### src/rtl/usb_tx_pkt_ctrl.sv
// ============================================================================
// usb_tx_pkt_ctrl
// ----------------------------------------------------------------------------
// Transmit-side packet sequencer for a USB device endpoint. It sits between
// the request source (tx_packet), the TX payload FIFO and the NRZI/bit-stuff
// encoder. It performs these steps for each packet:
//   1. Accepts a packet request on a change of tx_packet.
//   2. Strobes the encoder with begin_packet.
//   3. For DATA0/DATA1 packets, pops up to MAX_PKT payload bytes from the
//      FIFO, paced by byte_req.
//   4. Waits for the encoder's end-of-packet indication.
//   5. Enforces an inter-packet holdoff before returning to idle.
//
// Parameters
//   BUF_DEPTH       TX FIFO depth in bytes (sets the occupancy width OCC_W)
//   MAX_PKT         maximum payload bytes per data packet (1..255)
//   GAP_CYCLES      inter-packet holdoff in clock cycles (1..15)
//   TIMEOUT_CYCLES  watchdog limit, only meaningful with USB_TX_TIMEOUT_EN
//
// Ports
//   clk                 system clock, everything on the rising edge
//   n_rst               asynchronous active-low reset
//   tx_packet[2:0]      request code: 0 none, 1 DATA0, 2 DATA1, 3 ACK,
//                       4 NAK, 5 STALL, 6-7 reserved
//   buffer_occupancy    bytes currently held in the TX FIFO
//   byte_req            encoder ready to take the next payload byte
//   end_packet          encoder finished the EOP of the current packet
//   tx_transfer_active  packet in progress (BEGIN, SEND, WAIT_EOP)
//   begin_packet        one-cycle start strobe to the encoder
//   get_tx_packet_data  FIFO pop strobe, one per payload byte
//   last_byte           qualifies the final pop of a packet
//   tx_pid_type[2:0]    latched code of the current packet
//   tx_error            registered one-cycle error pulse
//
// Configuration
//   Define USB_TX_TIMEOUT_EN to build a watchdog. The watchdog aborts a
//   packet that makes no progress for TIMEOUT_CYCLES cycles while in SEND
//   or WAIT_EOP. Without the macro no watchdog logic exists, and those
//   states wait indefinitely.
// ============================================================================
module usb_tx_pkt_ctrl #(
    parameter int BUF_DEPTH      = 64,
    parameter int MAX_PKT        = 64,
    parameter int GAP_CYCLES     = 2,
    parameter int TIMEOUT_CYCLES = 1024,
    localparam int OCC_W         = $clog2(BUF_DEPTH + 1)
) (
    input  logic             clk,
    input  logic             n_rst,
    input  logic [2:0]       tx_packet,
    input  logic [OCC_W-1:0] buffer_occupancy,
    input  logic             byte_req,
    input  logic             end_packet,
    output logic             tx_transfer_active,
    output logic             begin_packet,
    output logic             get_tx_packet_data,
    output logic             last_byte,
    output logic [2:0]       tx_pid_type,
    output logic             tx_error
);

    localparam logic [2:0] ST_IDLE     = 3'd0;
    localparam logic [2:0] ST_BEGIN    = 3'd1;
    localparam logic [2:0] ST_SEND     = 3'd2;
    localparam logic [2:0] ST_WAIT_EOP = 3'd3;
    localparam logic [2:0] ST_GAP      = 3'd4;

    // The occupancy/MAX_PKT comparison is done at whichever width is wider,
    // so that neither side is truncated.
    localparam int CMP_W = (OCC_W > 8) ? OCC_W : 8;

    // The gap counter is loaded with GAP_CYCLES-1 on entry to GAP.
    // GAP therefore lasts exactly GAP_CYCLES cycles.
    localparam logic [3:0] GAP_LOAD = 4'(GAP_CYCLES - 1);

    logic [2:0]       state;
    logic [2:0]       state_nxt;
    logic [2:0]       prev_tx_packet;
    logic [7:0]       bytes_left;
    logic [3:0]       gap_cnt;

    logic             new_req;
    logic             req_is_data;
    logic             req_reserved;
    logic             idle_bad;
    logic             idle_go;
    logic             busy_req;
    logic             pid_is_data;
    logic             pop;
    logic             abort;
    logic             timeout_hit;
    logic             err_nxt;

    logic [CMP_W-1:0] occ_cmp;
    logic [CMP_W-1:0] max_cmp;
    logic [7:0]       pkt_len;

    // ------------------------------------------------------------------------
    // Request decode.
    // A request is counted only on a change of tx_packet to a nonzero code.
    // A level that is held constant therefore never re-triggers. Requests
    // seen while a packet or the holdoff is running are not queued. They
    // only raise an error.
    // ------------------------------------------------------------------------
    assign new_req      = (tx_packet != 3'd0) && (tx_packet != prev_tx_packet);
    assign req_is_data  = (tx_packet == 3'd1) || (tx_packet == 3'd2);
    assign req_reserved = (tx_packet[2:1] == 2'b11);

    assign idle_bad = (state == ST_IDLE) && new_req &&
                      (req_reserved || (req_is_data && (buffer_occupancy == '0)));
    assign idle_go  = (state == ST_IDLE) && new_req && !idle_bad;
    assign busy_req = new_req && (state != ST_IDLE);

    assign pid_is_data = (tx_pid_type == 3'd1) || (tx_pid_type == 3'd2);

    // ------------------------------------------------------------------------
    // Payload length for a data packet: min(buffer_occupancy, MAX_PKT).
    // When occupancy is the smaller value it is below MAX_PKT <= 255.
    // Its low byte is therefore the whole value.
    // ------------------------------------------------------------------------
    assign occ_cmp = CMP_W'(buffer_occupancy);
    assign max_cmp = CMP_W'(MAX_PKT);
    assign pkt_len = (occ_cmp < max_cmp) ? occ_cmp[7:0] : 8'(MAX_PKT);

    // ------------------------------------------------------------------------
    // Pop and abort.
    // In SEND the FIFO pop follows byte_req combinationally.
    // An end_packet in SEND is an early abort, and it wins over a
    // coincident byte_req, so no byte is popped on the abort cycle.
    // The bytes_left guard keeps the counter from ever wrapping.
    // ------------------------------------------------------------------------
    assign pop   = (state == ST_SEND) && byte_req && !end_packet && (bytes_left != 8'd0);
    assign abort = (state == ST_SEND) && end_packet;

    assign get_tx_packet_data = pop;
    assign last_byte          = pop && (bytes_left == 8'd1);
    assign begin_packet       = (state == ST_BEGIN);
    assign tx_transfer_active = (state == ST_BEGIN) || (state == ST_SEND) ||
                                (state == ST_WAIT_EOP);

    // All error sources are merged here. Simultaneous causes therefore
    // produce a single pulse.
    assign err_nxt = idle_bad | busy_req | abort | timeout_hit;

    // ------------------------------------------------------------------------
    // Next-state logic. A watchdog expiry overrides the normal transition
    // and forces the holdoff.
    // ------------------------------------------------------------------------
    always_comb begin
        state_nxt = state;
        case (state)
            ST_IDLE:     if (idle_go) state_nxt = ST_BEGIN;
            ST_BEGIN:    state_nxt = pid_is_data ? ST_SEND : ST_WAIT_EOP;
            ST_SEND: begin
                if (end_packet)     state_nxt = ST_GAP;
                else if (last_byte) state_nxt = ST_WAIT_EOP;
            end
            ST_WAIT_EOP: if (end_packet) state_nxt = ST_GAP;
            ST_GAP:      if (gap_cnt == 4'd0) state_nxt = ST_IDLE;
            default:     state_nxt = ST_IDLE;
        endcase
        if (timeout_hit) state_nxt = ST_GAP;
    end

    // ------------------------------------------------------------------------
    // Main sequential state: FSM, request edge detector, error pulse,
    // latched packet code and remaining-byte counter.
    // ------------------------------------------------------------------------
    always_ff @(posedge clk or negedge n_rst) begin
        if (!n_rst) begin
            state          <= ST_IDLE;
            prev_tx_packet <= 3'd0;
            tx_error       <= 1'b0;
            tx_pid_type    <= 3'd0;
            bytes_left     <= 8'd0;
        end else begin
            state          <= state_nxt;
            prev_tx_packet <= tx_packet;
            tx_error       <= err_nxt;
            if (idle_go) begin
                tx_pid_type <= tx_packet;
                bytes_left  <= req_is_data ? pkt_len : 8'd0;
            end else if (pop) begin
                bytes_left  <= bytes_left - 8'd1;
            end else if (state_nxt == ST_GAP) begin
                bytes_left  <= 8'd0;
            end
        end
    end

    // ------------------------------------------------------------------------
    // Holdoff counter. It is loaded on entry to GAP and counts down while
    // in GAP. GAP exits when the counter reaches zero.
    // ------------------------------------------------------------------------
    always_ff @(posedge clk or negedge n_rst) begin
        if (!n_rst) begin
            gap_cnt <= 4'd0;
        end else if ((state != ST_GAP) && (state_nxt == ST_GAP)) begin
            gap_cnt <= GAP_LOAD;
        end else if ((state == ST_GAP) && (gap_cnt != 4'd0)) begin
            gap_cnt <= gap_cnt - 4'd1;
        end
    end

`ifdef USB_TX_TIMEOUT_EN
    // ------------------------------------------------------------------------
    // Watchdog. It counts cycles without progress in SEND or WAIT_EOP.
    // Any pop, end_packet or state change restarts the count.
    // The expiry strobe fires on the TIMEOUT_CYCLES-th stalled cycle.
    // ------------------------------------------------------------------------
    localparam int WD_W = $clog2(TIMEOUT_CYCLES + 1);

    logic [WD_W-1:0] wd_cnt;
    logic            wd_watch;

    assign wd_watch    = (state == ST_SEND) || (state == ST_WAIT_EOP);
    assign timeout_hit = wd_watch && !pop && !end_packet &&
                         (wd_cnt == WD_W'(TIMEOUT_CYCLES - 1));

    always_ff @(posedge clk or negedge n_rst) begin
        if (!n_rst) begin
            wd_cnt <= '0;
        end else if (!wd_watch || pop || end_packet || (state_nxt != state)) begin
            wd_cnt <= '0;
        end else begin
            wd_cnt <= wd_cnt + 1'b1;
        end
    end
`else
    // No watchdog in this build.
    // TIMEOUT_CYCLES is never negative, so this strobe is a constant zero.
    // The parameter is kept so both builds share one interface.
    assign timeout_hit = (TIMEOUT_CYCLES < 0);
`endif

endmodule
### config.mk
export PLATFORM = sky130hd
export DESIGN_NAME = usb_tx_pkt_ctrl
export DESIGN_NICKNAME = d
export VERILOG_FILES = /design/src/rtl/usb_tx_pkt_ctrl.sv
export SDC_FILE = /design/constraint.sdc
export NUM_CORES = 1
export LEC_CHECK = 0
export BUFFER_PORTS_ARGS = -buffer_cell sky130_fd_sc_hd__buf_2
export CORE_AREA = 5 5 79 81
export DETAILED_ROUTE_END_ITERATION = 8
export DIE_AREA = 0 0 84 86
export PLACE_DENSITY_LB_ADDON = 0.25
export SYNTH_ARGS = -nofsm -noshare
export SYNTH_HDL_FRONTEND = slang
export SYNTH_SLANG_ARGS = --single-unit
export TNS_END_PERCENT = 5
### constraint.sdc
create_clock -name clk -period 1.7 [get_ports clk]
set_input_delay 0.085 -clock clk [delete_from_list [all_inputs] [get_ports clk]]
set_output_delay 0.085 -clock clk [all_outputs]
set_load 0.02 [all_outputs]
==> results of run 1 <==
==> cell type report <==
class                           instances  area, um^2  share of cell area [%]
Clock buffer                            3        41.3                    2.06
Sequential cell                        22         553                    27.6
Clock inverter                          1        30.0                    1.50
Timing Repair Buffer                   63         443                    22.1
Tap cell                               72        90.1                    4.49
Multi-Input combinational cell        110         815                    40.6
Inverter                                8        32.5                    1.62
==> cells by family (layout without fill, tap and decap cells) <==
| family | Yosys count | after routing | synth area share [%] |
|---|---|---|---|
| compound gates | 33 | 33 | 17.1 |
| xor+xnor | 6 | 6 | 4.00 |
| fa+ha+maj | 3 | 3 | 2.85 |
| buf+inv | 11 | 75 | 3.90 |
| flops | 22 | 22 | 41.9 |
| mux | 4 | 4 | 3.33 |
| simple gates | 64 | 64 | 26.9 |
==> final timing paths <==
path	end	from	cells after the start	slack [ns]
hold reg to reg	tx_pid_type[2]	tx_pid_type[2]	1	0.55
hold / removal	prev_tx_packet[0]	tx_packet[0]	2	0.08
setup reg to reg	bytes_left[3]	prev_tx_packet[1]	8	-0.11
setup / recovery	bytes_left[3]	prev_tx_packet[1]	8	-0.11
max in group asynchronous	prev_tx_packet[2]	n_rst	2	0.99
min in group asynchronous	bytes_left[1]	n_rst	2	0.33
==> critical path, stage by stage, from the launching register on <==
cell and delay (ns):
dfrtp_2 0.47, nor4bb_1 0.14, a311oi_1 0.30, nor2_2 0.10, buf_4 0.15, nor3_2 0.13, buf_4 0.15, a21oi_1 0.08
o22a_1 0.16
==> state kept, by name, summed over array words and instances (netlist names) <==
| register | cells |
|---|---|
| bytes_left | 8 |
| gap_cnt | 4 |
| prev_tx_packet | 3 |
| state | 3 |
| tx_pid_type | 3 |
| tx_error | 1 |
==> metal layers <==
layer | global-route usage, % | vias up
met5 | 0 | -
met4 | 3.95 | 0
met3 | 1.15 | 2
met2 | 17.0 | 23
met1 | 13.9 | 565
li1 | - | 649
==> cells in the mapped netlist, types with 2 or more instances <==
cell type,number
dfrtp_1,22
nor2_1,16
nand2_1,12
o21ai_0,9
inv_1,8
a21oi_1,7
nand3_1,7
nor3_1,6
xnor2_1,5
ha_1,3
mux2_2,3
nand2b_1,3
nor2b_1,3
nor4_1,3
a31oi_1,2
buf_2,2
nor3_4,2
nor3b_1,2
o22a_1,2
or3_1,2
==> timing repair <==
item | in CTS | in global routing
endpoints found under the setup margin | 13 | 15
pin swaps | 8 | 11
endpoints found under the hold margin | 22 | 0
gates resized for setup | 14 | 16
setup buffers | 0 | 3
hold buffers | 1 | 0
==> power by group <==
part           total (mW)  switching (mW)  leakage [nW]  internal (mW)
logic                2.00           0.973         0.601           1.03
registers           0.915           0.179         0.272          0.736
clock network       0.499           0.185        0.0357          0.315
total                3.41            1.34         0.909           2.08
==> out/metrics.csv, run 1 <==
metric,value,unit
final std cells w/o fill,279,
Final Hold Fails,0,
nets,225,
fraction of layout cells with a size suffix above 1,44.0,%
met2 routed WL,1680,um
Slew headroom,64.4,%
Max Buffers Root-to-Sink,2,
#FFs+latches synth,22,
DR WL met3,83,um
pin count of the biggest net entering global routing,23,
Mapped Avg Cell Area,9.20,um^2
wire per inst,13.1,um
ys async rst share,100,%
max cap viols,0,
Layout Utilization,37.1,%
CTS tree,yes,
status,"finished, violations left",
Worst-Skew Late Latency,0.27,ns
Die H,86,um
CTS Root Cell,clkbuf_8,
metal1 wirelength,1860,um
"commonest non-fill, non-tap cells in the layout","buf_4 (39), dfrtp_1 (20), buf_2 (19)",
P per Cell Area,1700,mW/mm^2
vias after detailed routing,1239,
Worst Tran Pin Value,0.535,ns
number of global-route vias before repair,1264,
Worst-path clk slew,0.09,ns
Critical Path RT,1.86,ns
clk_skew,0.00409,ns
uppermost layer routed,met4,
CTS sink cnt,22,
Overall Power,3.41,mW
RSZ-0062 raised after global routing,true,
fmax,554,MHz
Filler Cell Count,580,
first-pass GRT wire length,6010,um
cell total after placement,271,
Die X,84,um
Yosys top cell area share,41.9,%
"Area growth, synth to finish",52.4,%
num rows,27,
largest area contributor in the netlist,dfrtp_1,
Post-DP Area,0.00179,mm^2
antenna-violating nets left,0,
final WL,3650,um
via density per instance,4.44,
Worst Hold Margin,0.0769,ns
Leakage,0.909,nW
Setup WS pre-CTS,-0.247,ns
DP HPWL,2800,um
register area share after synthesis,41.9,%
Min-Delay Path Class,in -> reg,
1st-iter DRT viols,64,
Synth area leaders,"dfrtp_1 (42%), nor2_1 (4.6%), o21ai_0 (3.4%)",
Synth cell types,44,
Worst EP arrival,1.97,ns
failing checks,negative setup slack,
Post-Synthesis Cells,143,
crit-path max FO,6,
crit end category,flip-flop,
Total GRT Usage,10.3,%
drt drc,0,
GRT Residual Overflow,0,
"Top FF cell, synth",dfrtp_1,
type of origin of the critical path,flip-flop,
initial antenna violation count,0,
"Period Utilization, post-route",106,%
DR pass1 iterations,4,
min Tclk post-route,1.81,ns
Routability Congestion,0.808,
I/O pin total,22,
setup TNS,-0.742,ns
htree depth,1,
cts bufs inserted,3,
Final Cell Area,0.00200,mm^2
Core Area,0.00541,mm^2
Synthesized Nets,160,
Final Max Tran Viols,0,
worst setup margin,-0.106,ns
Starting Density,24.3,%
peak supply drop,0.611,mV
IO buf count,21,
Post-synth EDFFs,0,
synthesized area,0.00132,mm^2
die area,0.00722,mm^2
"most common cell after layout, fill and taps aside",buf_4,
Synthesis Warnings,0,
Setup CP Type,reg -> reg,
Final setup violation count,12,
Ant. Diodes,0,
No activity file was read; power rests on OpenSTA's default activity.
==> inputs of run 2 (changes only) <==
- BUFFER_PORTS_ARGS: -buffer_cell sky130_fd_sc_hd__buf_2 -> default
- DONT_BUFFER_PORTS: default -> 1
==> run 2 against run 1 <==
Against the previous run:
- cell count shrank 8.2%
- global-route usage is 0.36 points higher
- sequential cell count is the same
- maximum frequency is 2.2% lower
- clock skew grew 0.00053 ns
- critical endpoint is now tx_pid_type[2]
- the run still ends with negative setup slack left
==> out/metrics.csv, run 2 (synthesis gave the netlist of run 1 again) <==
metric,value,unit,change
fmax,541,MHz,-2.2%
DR pass1 iterations,4,,unchanged
GRT Residual Overflow,0,,unchanged
I/O pin total,22,,unchanged
Slew headroom,29.0,%,-35 points
vias after detailed routing,1243,,+0.32%
Die H,86,um,unchanged
Starting Density,24.3,%,unchanged
nets,202,,-10%
type of origin of the critical path,flip-flop,,
crit-path max FO,6,,unchanged
Overall Power,3.18,mW,-6.7%
pin count of the biggest net entering global routing,23,,unchanged
max reg flops,8,,unchanged
Final setup violation count,12,,unchanged
Min-Delay Path Class,in -> reg,,
die area,0.00722,mm^2,unchanged
final std cells w/o fill,256,,-8.2%
Routability Congestion,0.938,,+16%
clk_skew,0.00462,ns,+0.000528 ns
Total GRT Usage,10.7,%,+0.36 points
drt drc,0,,unchanged
fraction of layout cells with a size suffix above 1,34.8,%,-9.2 points
final WL,3750,um,+2.7%
"Area growth, synth to finish",43.7,%,
min Tclk post-route,1.85,ns,+0.0411 ns
peak supply drop,0.428,mV,-30%
"Period Utilization, post-route",109,%,+2.4 points
Setup WS pre-CTS,-0.197,ns,+0.0506 ns
initial antenna violation count,0,,unchanged
RSZ-0062 raised after global routing,true,,
cell total after placement,242,,-11%
P per Cell Area,1690,mW/mm^2,-1.0%
Setup CP Type,reg -> reg,,
first-pass GRT wire length,6200,um,+3.1%
failing checks,negative setup slack,,
Final Max Tran Viols,0,,unchanged
Largest regs,"bytes_left x8, gap_cnt x4",,
Leakage,0.815,nW,-10%
DP HPWL,2840,um,+1.6%
wire per inst,14.6,um,+12%
Core Area,0.00541,mm^2,unchanged
crit end category,flip-flop,,
"commonest non-fill, non-tap cells in the layout","buf_4 (30), dfrtp_1 (20), nor2_1 (15)",,
Largest Register,bytes_left,,
"most common cell after layout, fill and taps aside",buf_4,,
Worst-Skew Late Latency,0.26,ns,about the same
IO buf count,0,,-100%
Worst EP arrival,2.00,ns,+0.03 ns
CTS tree,yes,,
Worst Tran Pin Value,1.06,ns,+0.527 ns
CTS sink cnt,22,,unchanged
Final Hold Fails,0,,unchanged
number of global-route vias before repair,1301,,+2.9%
Max Buffers Root-to-Sink,2,,unchanged
1st-iter DRT viols,40,,-38%
via density per instance,4.86,,+9.3%
max cap viols,0,,unchanged
worst setup margin,-0.147,ns,-0.0411 ns
setup TNS,-1.16,ns,-0.414 ns
CTS Root Cell,clkbuf_8,,
status,"finished, violations left",,
antenna-violating nets left,0,,unchanged
Critical Path RT,1.85,ns,about the same
htree depth,1,,unchanged
Die X,84,um,unchanged
num rows,27,,unchanged
cts bufs inserted,3,,unchanged
Worst-path clk slew,0.08,ns,about the same
Ant. Diodes,0,,unchanged
## run 2: changes by cell type in the layout (fill, tap and decap cells not counted), sizes merged
cell         change
clkbuf           +1
dlygate4sd3      +6
bufinv           -1
buf             -29
## run 2: layer usage
| metal | GRT usage (%) | share of wire [%] |
|---|---|---|
| met4 | 4.24 | 1.6 |
| met3 | 3.07 | 7.5 |
| met5 | 0 | 0 |
| met2 | 18.9 | 50 |
| met1 | 12.1 | 41 |
## run 2: final cells by class
cell class                      instances  area (um^2)
Tap cell                               72         90.1
Multi-Input combinational cell        110          830
Fill cell                             579         3520
Sequential cell                        22          553
Inverter                                8         32.5
Clock buffer                            4         55.1
Timing Repair Buffer                   40          329
## run 2: worst max-delay path, stage by stage, from the launching register on
cell and delay, ns:
dfrtp_2 0.48, xnor2_2 0.16, a311oi_2 0.23, nor2_2 0.10, nor3b_4 0.26, buf_4 0.21, mux2_4 0.30
## run 2: per-stage QoR
stage / hold slack, ns / cell area [um^2] / utilization (%)
6_report: 0.0142 / 1890 / 35.0
5_1_grt: 0.0272 / 1890 / 35.0
4_1_cts: 0.000597 / 1770 / 32.7
3_5_place_dp: -0.210 / 1620 / 30.0
3_3_place_gp: -0.210 / 1620 / 30.0
2_1_floorplan: -0.211 / 1330 / -
## run 2: repair_timing
action,4_1_cts,5_1_grt
hold buffers,6,1
resized for setup,8,22
gates cloned,0,0
setup buffers,0,4
pin swaps,5,12
hold endpoints to repair,30,1
endpoints found under the setup margin,14,14
## run 2: final timing paths
check / endpoint / from / cells after the start / slack, ns
setup / recovery: tx_pid_type[2] / prev_tx_packet[1] / 6 / -0.15
hold / removal: bytes_left[0] / buffer_occupancy[0] / 2 / 0.01
setup reg to reg: tx_pid_type[2] / prev_tx_packet[1] / 6 / -0.15
hold reg to reg: gap_cnt[3] / gap_cnt[3] / 2 / 0.57
max in group asynchronous: prev_tx_packet[1] / n_rst / 1 / 0.53
min in group asynchronous: state[0] / n_rst / 1 / 0.47
## run 2: where the power goes
group / switching (mW) / total, mW / internal, mW
Clock: 0.164 / 0.370 / 0.206
Sequential: 0.223 / 0.959 / 0.736
Combinational: 0.902 / 1.85 / 0.953
